**src/rtl/conv_pkg.sv**
```systemverilog
// Shared definitions for the convolution coprocessor output path.
// Provides default memory geometry and the drain FSM state encoding.
package conv_pkg;

  localparam int unsigned CONV_DATA_WIDTH = 32;
  localparam int unsigned CONV_ADDR_WIDTH = 6;

  localparam logic ST_IDLE   = 1'b0;
  localparam logic ST_STREAM = 1'b1;

  typedef enum logic {
    StIdle   = ST_IDLE,
    StStream = ST_STREAM
  } stream_state_e;

endpackage

```
**src/rtl/conv_stream_skid_fifo.sv**
```systemverilog
// Two-entry register FIFO that absorbs the memory read latency in front of the
// output stream.
// Ports:
//   clk, rstn      clock, synchronous active-low reset
//   flush_i        drop all contents (priority over push/pop)
//   push_i         write push_data_i
//   pop_i          discard the head entry
//   head_o         oldest entry
//   count_o        occupancy 0..2
//   empty_o        no entries
//   full_o         two entries
module conv_stream_skid_fifo #(
  parameter int unsigned DATA_WIDTH = 32
) (
  input  logic                  clk,
  input  logic                  rstn,
  input  logic                  flush_i,
  input  logic                  push_i,
  input  logic [DATA_WIDTH-1:0] push_data_i,
  input  logic                  pop_i,
  output logic [DATA_WIDTH-1:0] head_o,
  output logic [1:0]            count_o,
  output logic                  empty_o,
  output logic                  full_o
);

  logic [DATA_WIDTH-1:0] data_q [2];
  logic                  wr_ptr_q;
  logic                  rd_ptr_q;
  logic [1:0]            count_q;
  logic                  do_push;
  logic                  do_pop;

  assign do_pop  = pop_i && (count_q != 2'd0);
  // A full FIFO can still accept a write when the head leaves in the same cycle.
  assign do_push = push_i && ((count_q != 2'd2) || do_pop);

  always_ff @(posedge clk) begin
    if (!rstn) begin
      data_q[0] <= '0;
      data_q[1] <= '0;
      wr_ptr_q  <= 1'b0;
      rd_ptr_q  <= 1'b0;
      count_q   <= 2'd0;
    end else if (flush_i) begin
      wr_ptr_q <= 1'b0;
      rd_ptr_q <= 1'b0;
      count_q  <= 2'd0;
    end else begin
      if (do_push) begin
        data_q[wr_ptr_q] <= push_data_i;
        wr_ptr_q         <= ~wr_ptr_q;
      end
      if (do_pop) begin
        rd_ptr_q <= ~rd_ptr_q;
      end
      case ({do_push, do_pop})
        2'b10:   count_q <= count_q + 2'd1;
        2'b01:   count_q <= count_q - 2'd1;
        default: count_q <= count_q;
      endcase
    end
  end

  assign head_o  = data_q[rd_ptr_q];
  assign count_o = count_q;
  assign empty_o = (count_q == 2'd0);
  assign full_o  = (count_q == 2'd2);

endmodule

```
**src/rtl/conv_result_streamer.sv**
```systemverilog
// Drains the Z memory onto a valid/ready stream after the core finishes.
// On an accepted start it reads words 0..len-1 and emits them in order with a
// last marker, sustaining one word per cycle despite the 1-cycle read latency.
// Ports:
//   clk, rstn                 clock, synchronous active-low reset
//   start_i, len_i, abort_i   control: begin transfer of len_i words / cancel
//   busy_o, done_o            status: streaming / normal completion pulse
//   start_drop_o              sticky flag: a start arrived while busy
//   mem_rd_*                  Z memory read port (data one cycle after enable)
//   m_data_o/m_valid_o/m_last_o/m_ready_i   output stream
module conv_result_streamer
  import conv_pkg::*;
#(
  parameter int unsigned DATA_WIDTH = CONV_DATA_WIDTH,
  parameter int unsigned ADDR_WIDTH = CONV_ADDR_WIDTH
) (
  input  logic                  clk,
  input  logic                  rstn,
  input  logic                  start_i,
  input  logic [ADDR_WIDTH:0]   len_i,
  input  logic                  abort_i,
  output logic                  busy_o,
  output logic                  done_o,
  output logic                  start_drop_o,
  output logic                  mem_rd_en_o,
  output logic [ADDR_WIDTH-1:0] mem_rd_addr_o,
  input  logic [DATA_WIDTH-1:0] mem_rd_data_i,
  output logic [DATA_WIDTH-1:0] m_data_o,
  output logic                  m_valid_o,
  output logic                  m_last_o,
  input  logic                  m_ready_i
);

  localparam int unsigned CntW = ADDR_WIDTH + 1;
  localparam logic [CntW-1:0] MaxLen = {1'b1, {ADDR_WIDTH{1'b0}}};
  localparam logic [CntW-1:0] One    = {{ADDR_WIDTH{1'b0}}, 1'b1};

  stream_state_e         state_q;
  logic [CntW-1:0]       len_q;
  logic [CntW-1:0]       rd_cnt_q;
  logic [CntW-1:0]       beat_cnt_q;
  logic [ADDR_WIDTH-1:0] addr_q;
  logic                  inflight_q;
  logic                  done_q;
  logic                  drop_q;

  logic [1:0]            fifo_count;
  logic                  fifo_empty;
  logic                  fifo_full;
  logic [DATA_WIDTH-1:0] fifo_head;
  logic                  handshake;
  logic [2:0]            occupancy;
  logic                  rd_issue;
  logic [CntW-1:0]       len_clamped;

  assign len_clamped = (len_i > MaxLen) ? MaxLen : len_i;

  assign m_valid_o = !fifo_empty;
  assign m_data_o  = fifo_head;
  assign handshake = m_valid_o && m_ready_i;
  assign m_last_o  = m_valid_o && (beat_cnt_q == len_q - One);

  // Words held or in flight after this cycle's pop; the slot freed by a pop
  // can be re-requested immediately, which is what keeps the stream gapless.
  assign occupancy = {1'b0, fifo_count} + {2'b00, inflight_q} - {2'b00, handshake};

  assign rd_issue = (state_q == StStream) && (rd_cnt_q < len_q) && (occupancy < 3'd2)
                    && !(fifo_full && !handshake);

  assign mem_rd_en_o   = rd_issue;
  assign mem_rd_addr_o = rd_issue ? rd_cnt_q[ADDR_WIDTH-1:0] : addr_q;

  assign busy_o       = (state_q == StStream);
  assign done_o       = done_q;
  assign start_drop_o = drop_q;

  always_ff @(posedge clk) begin
    if (!rstn) begin
      state_q    <= StIdle;
      len_q      <= '0;
      rd_cnt_q   <= '0;
      beat_cnt_q <= '0;
      addr_q     <= '0;
      inflight_q <= 1'b0;
      done_q     <= 1'b0;
      drop_q     <= 1'b0;
    end else begin
      done_q     <= 1'b0;
      inflight_q <= rd_issue;
      if (rd_issue) begin
        rd_cnt_q <= rd_cnt_q + One;
        addr_q   <= rd_cnt_q[ADDR_WIDTH-1:0];
      end
      if (handshake) begin
        beat_cnt_q <= beat_cnt_q + One;
      end
      if (abort_i) begin
        // A read issued this cycle returns into a discarded slot.
        state_q    <= StIdle;
        rd_cnt_q   <= '0;
        beat_cnt_q <= '0;
        inflight_q <= 1'b0;
      end else begin
        case (state_q)
          StIdle: begin
            if (start_i) begin
              drop_q     <= 1'b0;
              rd_cnt_q   <= '0;
              beat_cnt_q <= '0;
              if (len_i == '0) begin
                done_q <= 1'b1;
              end else begin
                state_q <= StStream;
                len_q   <= len_clamped;
              end
            end
          end
          StStream: begin
            if (start_i) begin
              drop_q <= 1'b1;
            end
            if (handshake && m_last_o) begin
              state_q    <= StIdle;
              done_q     <= 1'b1;
              rd_cnt_q   <= '0;
              beat_cnt_q <= '0;
            end
          end
          default: state_q <= StIdle;
        endcase
      end
    end
  end

  conv_stream_skid_fifo #(
    .DATA_WIDTH(DATA_WIDTH)
  ) u_fifo (
    .clk        (clk),
    .rstn       (rstn),
    .flush_i    (abort_i),
    .push_i     (inflight_q),
    .push_data_i(mem_rd_data_i),
    .pop_i      (handshake),
    .head_o     (fifo_head),
    .count_o    (fifo_count),
    .empty_o    (fifo_empty),
    .full_o     (fifo_full)
  );

endmodule

```
**config.mk**
```make
export PLATFORM = sky130hd
export DESIGN_NAME = conv_result_streamer
export DESIGN_NICKNAME = d
export VERILOG_FILES = /design/src/rtl/conv_pkg.sv /design/src/rtl/conv_stream_skid_fifo.sv /design/src/rtl/conv_result_streamer.sv
export SDC_FILE = /design/constraint.sdc
export NUM_CORES = 1
export LEC_CHECK = 0
export ABC_AREA = 1
export CAP_MARGIN = 10
export CORE_ASPECT_RATIO = 1.5
export CORE_MARGIN = 1
export CORE_UTILIZATION = 42
export CTS_CLUSTER_DIAMETER = 60
export DETAILED_ROUTE_END_ITERATION = 6
export PLACE_DENSITY_LB_ADDON = 0.15
export SYNTH_ARGS = -nofsm -noshare
export SYNTH_HDL_FRONTEND = slang
export SYNTH_SLANG_ARGS = --single-unit
```
**constraint.sdc**
```tcl
create_clock -name clk -period 3.8 [get_ports clk]
set_input_delay 0.76 -clock clk [delete_from_list [all_inputs] [get_ports clk]]
set_output_delay 0.76 -clock clk [all_outputs]
set_load 0.005 [all_outputs]
```
==> summary.txt <==
Cells and area
  • Area growth, synth to finish: 30.3%
  • Post-route insts no fill: 774
  • Final #Nets: 676
  • Layout cells sized above 1: 14.4%
  • # diodes: 0
  • Post-layout util: 56.7%
  • Fill cell count: 997
  • Commonest non-fill, non-tap cell in the layout: nor2_1
  • Most frequent cells in the layout: nor2_1 (97), clkdlybuf4s50_1 (83), inv_1 (80)

Synth
  • Unique masters post-synth: 29
  • Post-synth EDFFs: 64
  • #FFs+latches synth: 100
  • Post-Syn Area: 4840 um2
  • Async S/R FF share, synth: 0%
  • Mean area per synthesized cell: 9.32 um2
  • Cell count after synthesis: 519
  • Syn_nets: 573
  • Seq/Total Area, Yosys: 54.6%
  • Number of synthesis warnings: 0
  • Top FF cell, synth: edfxtp_1

STA
  • Min cycle time layout: 3580 ps
  • RSZ-0062 raised after global routing: no
  • Final WS setup: 220 ps
  • Setup TNS: 0 ps
  • Max Clock Freq: 279 MHz
  • Final hold viol count: 0
  • Worst slew pin tran: 457 ps
  • Final Max Slew Viols: 0
  • Fin crit share: 94.2%
  • Setup Viol. Count Final: 0
  • Slew Limit Headroom: 69.5%
  • Clock skew: 4.97 ps

CTS
  • CTS Sinks: 100
  • Clk slew on worst S/H paths: 60 ps
  • CTS Root Buffer Type: clkbuf_16
  • CTS Buffer Depth: 2
  • CTS H-tree depth: 3
  • Total CTS buffers: 9
  • CTS Hold Bufs: 0
  • Worst-skew pair later-pin latency: 340 ps
  • CTS tree: built

Routing
  • Vias post-DR: 3706
  • WL/cell: 13.4 um
  • Final ANT Viol Nets: 0
  • DR pass1 iterations: 5
  • # DRC: 0
  • DR iter-0 viols: 123
  • Post-DR vias/cell: 4.79
  • Wirelength, routed: 10.4 mm

Global route
  • Initial antenna violation count: 0
  • Tot GR Track Use: 18.8%
  • Largest net degree at the start of global routing: 34
  • Vias in the first global route: 3645
  • Total global routing overflow: 0
  • First-pass GRT wire length: 17.0 mm

Power and ir drop
  • Peak VDD IR: 0.000235 V
  • Total power: 2.44 mW
  • Leakage power: 2.72 nW
  • Cell Pwr Density: 386 nW/um2

Hold path
  • Min-delay src: u_fifo.rd_ptr_q$_SDFFE_PP0P_
  • Hold WC Path Type: flip-flop to flip-flop

Critical path
  • CP Data Arrival Time: 2820 ps
  • Crit. End Element: output pin
  • CP Launch Type: input pin
  • Crit Path Max Fanout: 6
  • Reg2reg start: u_fifo.count_o[1]$_SDFFE_PP0P_
  • Setup crit start: m_ready_i
  • WS Path Type: input pin to output pin
  • Critical Path RT: 3040 ps

Floorplan
  • Starting density of the core: 43.5%
  • Die Area: 12000 um2
  • # IOs: 88
  • Chip height: 133 um
  • Die extent in x: 89.6 um
  • CORE AREA: 11100 um2
  • Site Rows: 47

Run status
  • Status: finished, final reports clean

Placement
  • Pre-CTS setup slack: -297 ps
  • Port Buffers: 87
  • Hpwl dp: 7.21 mm
  • Final GP Congestion: 0.834
  • Placed insts: 753

Run
  • Max-cap violations: 0
## routing by layer
metal | global-route usage [%] | vias to the layer above | wire length (um) | share of wire (%)
met2 | 33.4 | 98 | 5510 | 53
met5 | 0 | - | 0 | 0
met1 | 21.0 | 1711 | 4200 | 40
li1 | - | 1879 | - | -
met3 | 3.28 | 18 | 448 | 4.3
met4 | 8.91 | 0 | 231 | 2.2
## registers in the layout, summed over array words and instances (netlist names), named ones only
signal,cells
u_fifo.count_o,2
done_o,1
busy_o,1
u_fifo.wr_ptr_q,1
rd_cnt_q,7
start_drop_o,1
u_fifo.rd_ptr_q,1
u_fifo.data_q,64
addr_q,6
len_q,7
beat_cnt_q,7
inflight_q,1
## critical path, stage by stage
cell and delay (ps):
clkbuf_2 100, inv_2 70, buf_4 110, nand3_1 70, o21ai_1 80, inv_1 60
fa_2 510, nand4_1 90, nor2_2 160, nand2_2 130, nand2_1 80, nand2_1 70
inv_1 50, clkdlybuf4s50_1 490
## cell usage after synthesis (2+ instances only)
library cell,n,share of area [%]
a211oi_1,5,0.78
buf_2,7,0.72
dfxtp_1,36,15
xnor2_1,5,0.91
nor3_1,2,0.21
nor2_1,98,7.6
o21ai_0,11,1.1
nand2_1,72,5.6
a21oi_1,18,1.9
inv_1,82,6.4
nand3_1,33,3.4
nor2_2,8,1.0
ha_1,9,2.3
mux2_2,32,7.5
nand3_2,2,0.41
xor2_1,10,1.8
edfxtp_1,64,40
clkbuf_1,5,0.39
nand4_1,5,0.65
buf_1,3,0.23
nand2_2,4,0.52
## worst paths after layout
check	endpoint	slack, ps	depth (start not counted)
max	mem_rd_addr_o[3]	220	14
min	u_fifo.rd_ptr_q$_SDFFE_PP0P_	460	1
max reg2reg	rd_cnt_q[2]$_SDFF_PP0_	1350	15
min reg2reg	u_fifo.rd_ptr_q$_SDFFE_PP0P_	460	1
## area by class of cell
| class | count | area [um2] | share of cell area, % |
|---|---|---|---|
| Inverter | 83 | 312 | 4.94 |
| Clock inverter | 6 | 87.6 | 1.39 |
| Clock buffer | 10 | 229 | 3.63 |
| Multi-Input combinational cell | 320 | 1810 | 28.7 |
| Tap cell | 147 | 184 | 2.92 |
| Sequential cell | 100 | 2640 | 41.9 |
| Timing Repair Buffer | 108 | 1040 | 16.5 |
## report_power, final
part	total [mW]	internal, mW	leakage [nW]	switching (mW)
Combinational	0.271	0.136	1.61	0.134
Sequential	1.20	1.19	0.957	0.0144
Clock	0.964	0.578	0.154	0.386
## metrics by stage
| step | hold slack [ps] | instance area (um2) |
|---|---|---|
| CTS | 460 | 6300 |
| detailed placement | 448 | 5940 |
| global placement | 439 | 5940 |
| global route | 491 | 6300 |
| floorplan | 426 | 4840 |
| finish | 460 | 6300 |
## logic make-up after synthesis
family                     synth area share [%]
and+or+nand+nor                            20.3
AOI/OAI and AO/OA                          3.78
buffers and inverters                      8.20
DFF                                        54.6
adders and majority gates                  2.74
xor gates and xnor gates                   2.72
muxes                                      7.66
## repair_timing
item,in CTS,in global routing
endpoints found under the setup margin,7,7
pin swaps,4,2
gates resized for setup,10,6
buffers inserted,5,0
Note: power is estimated with default switching activity, not from simulation.
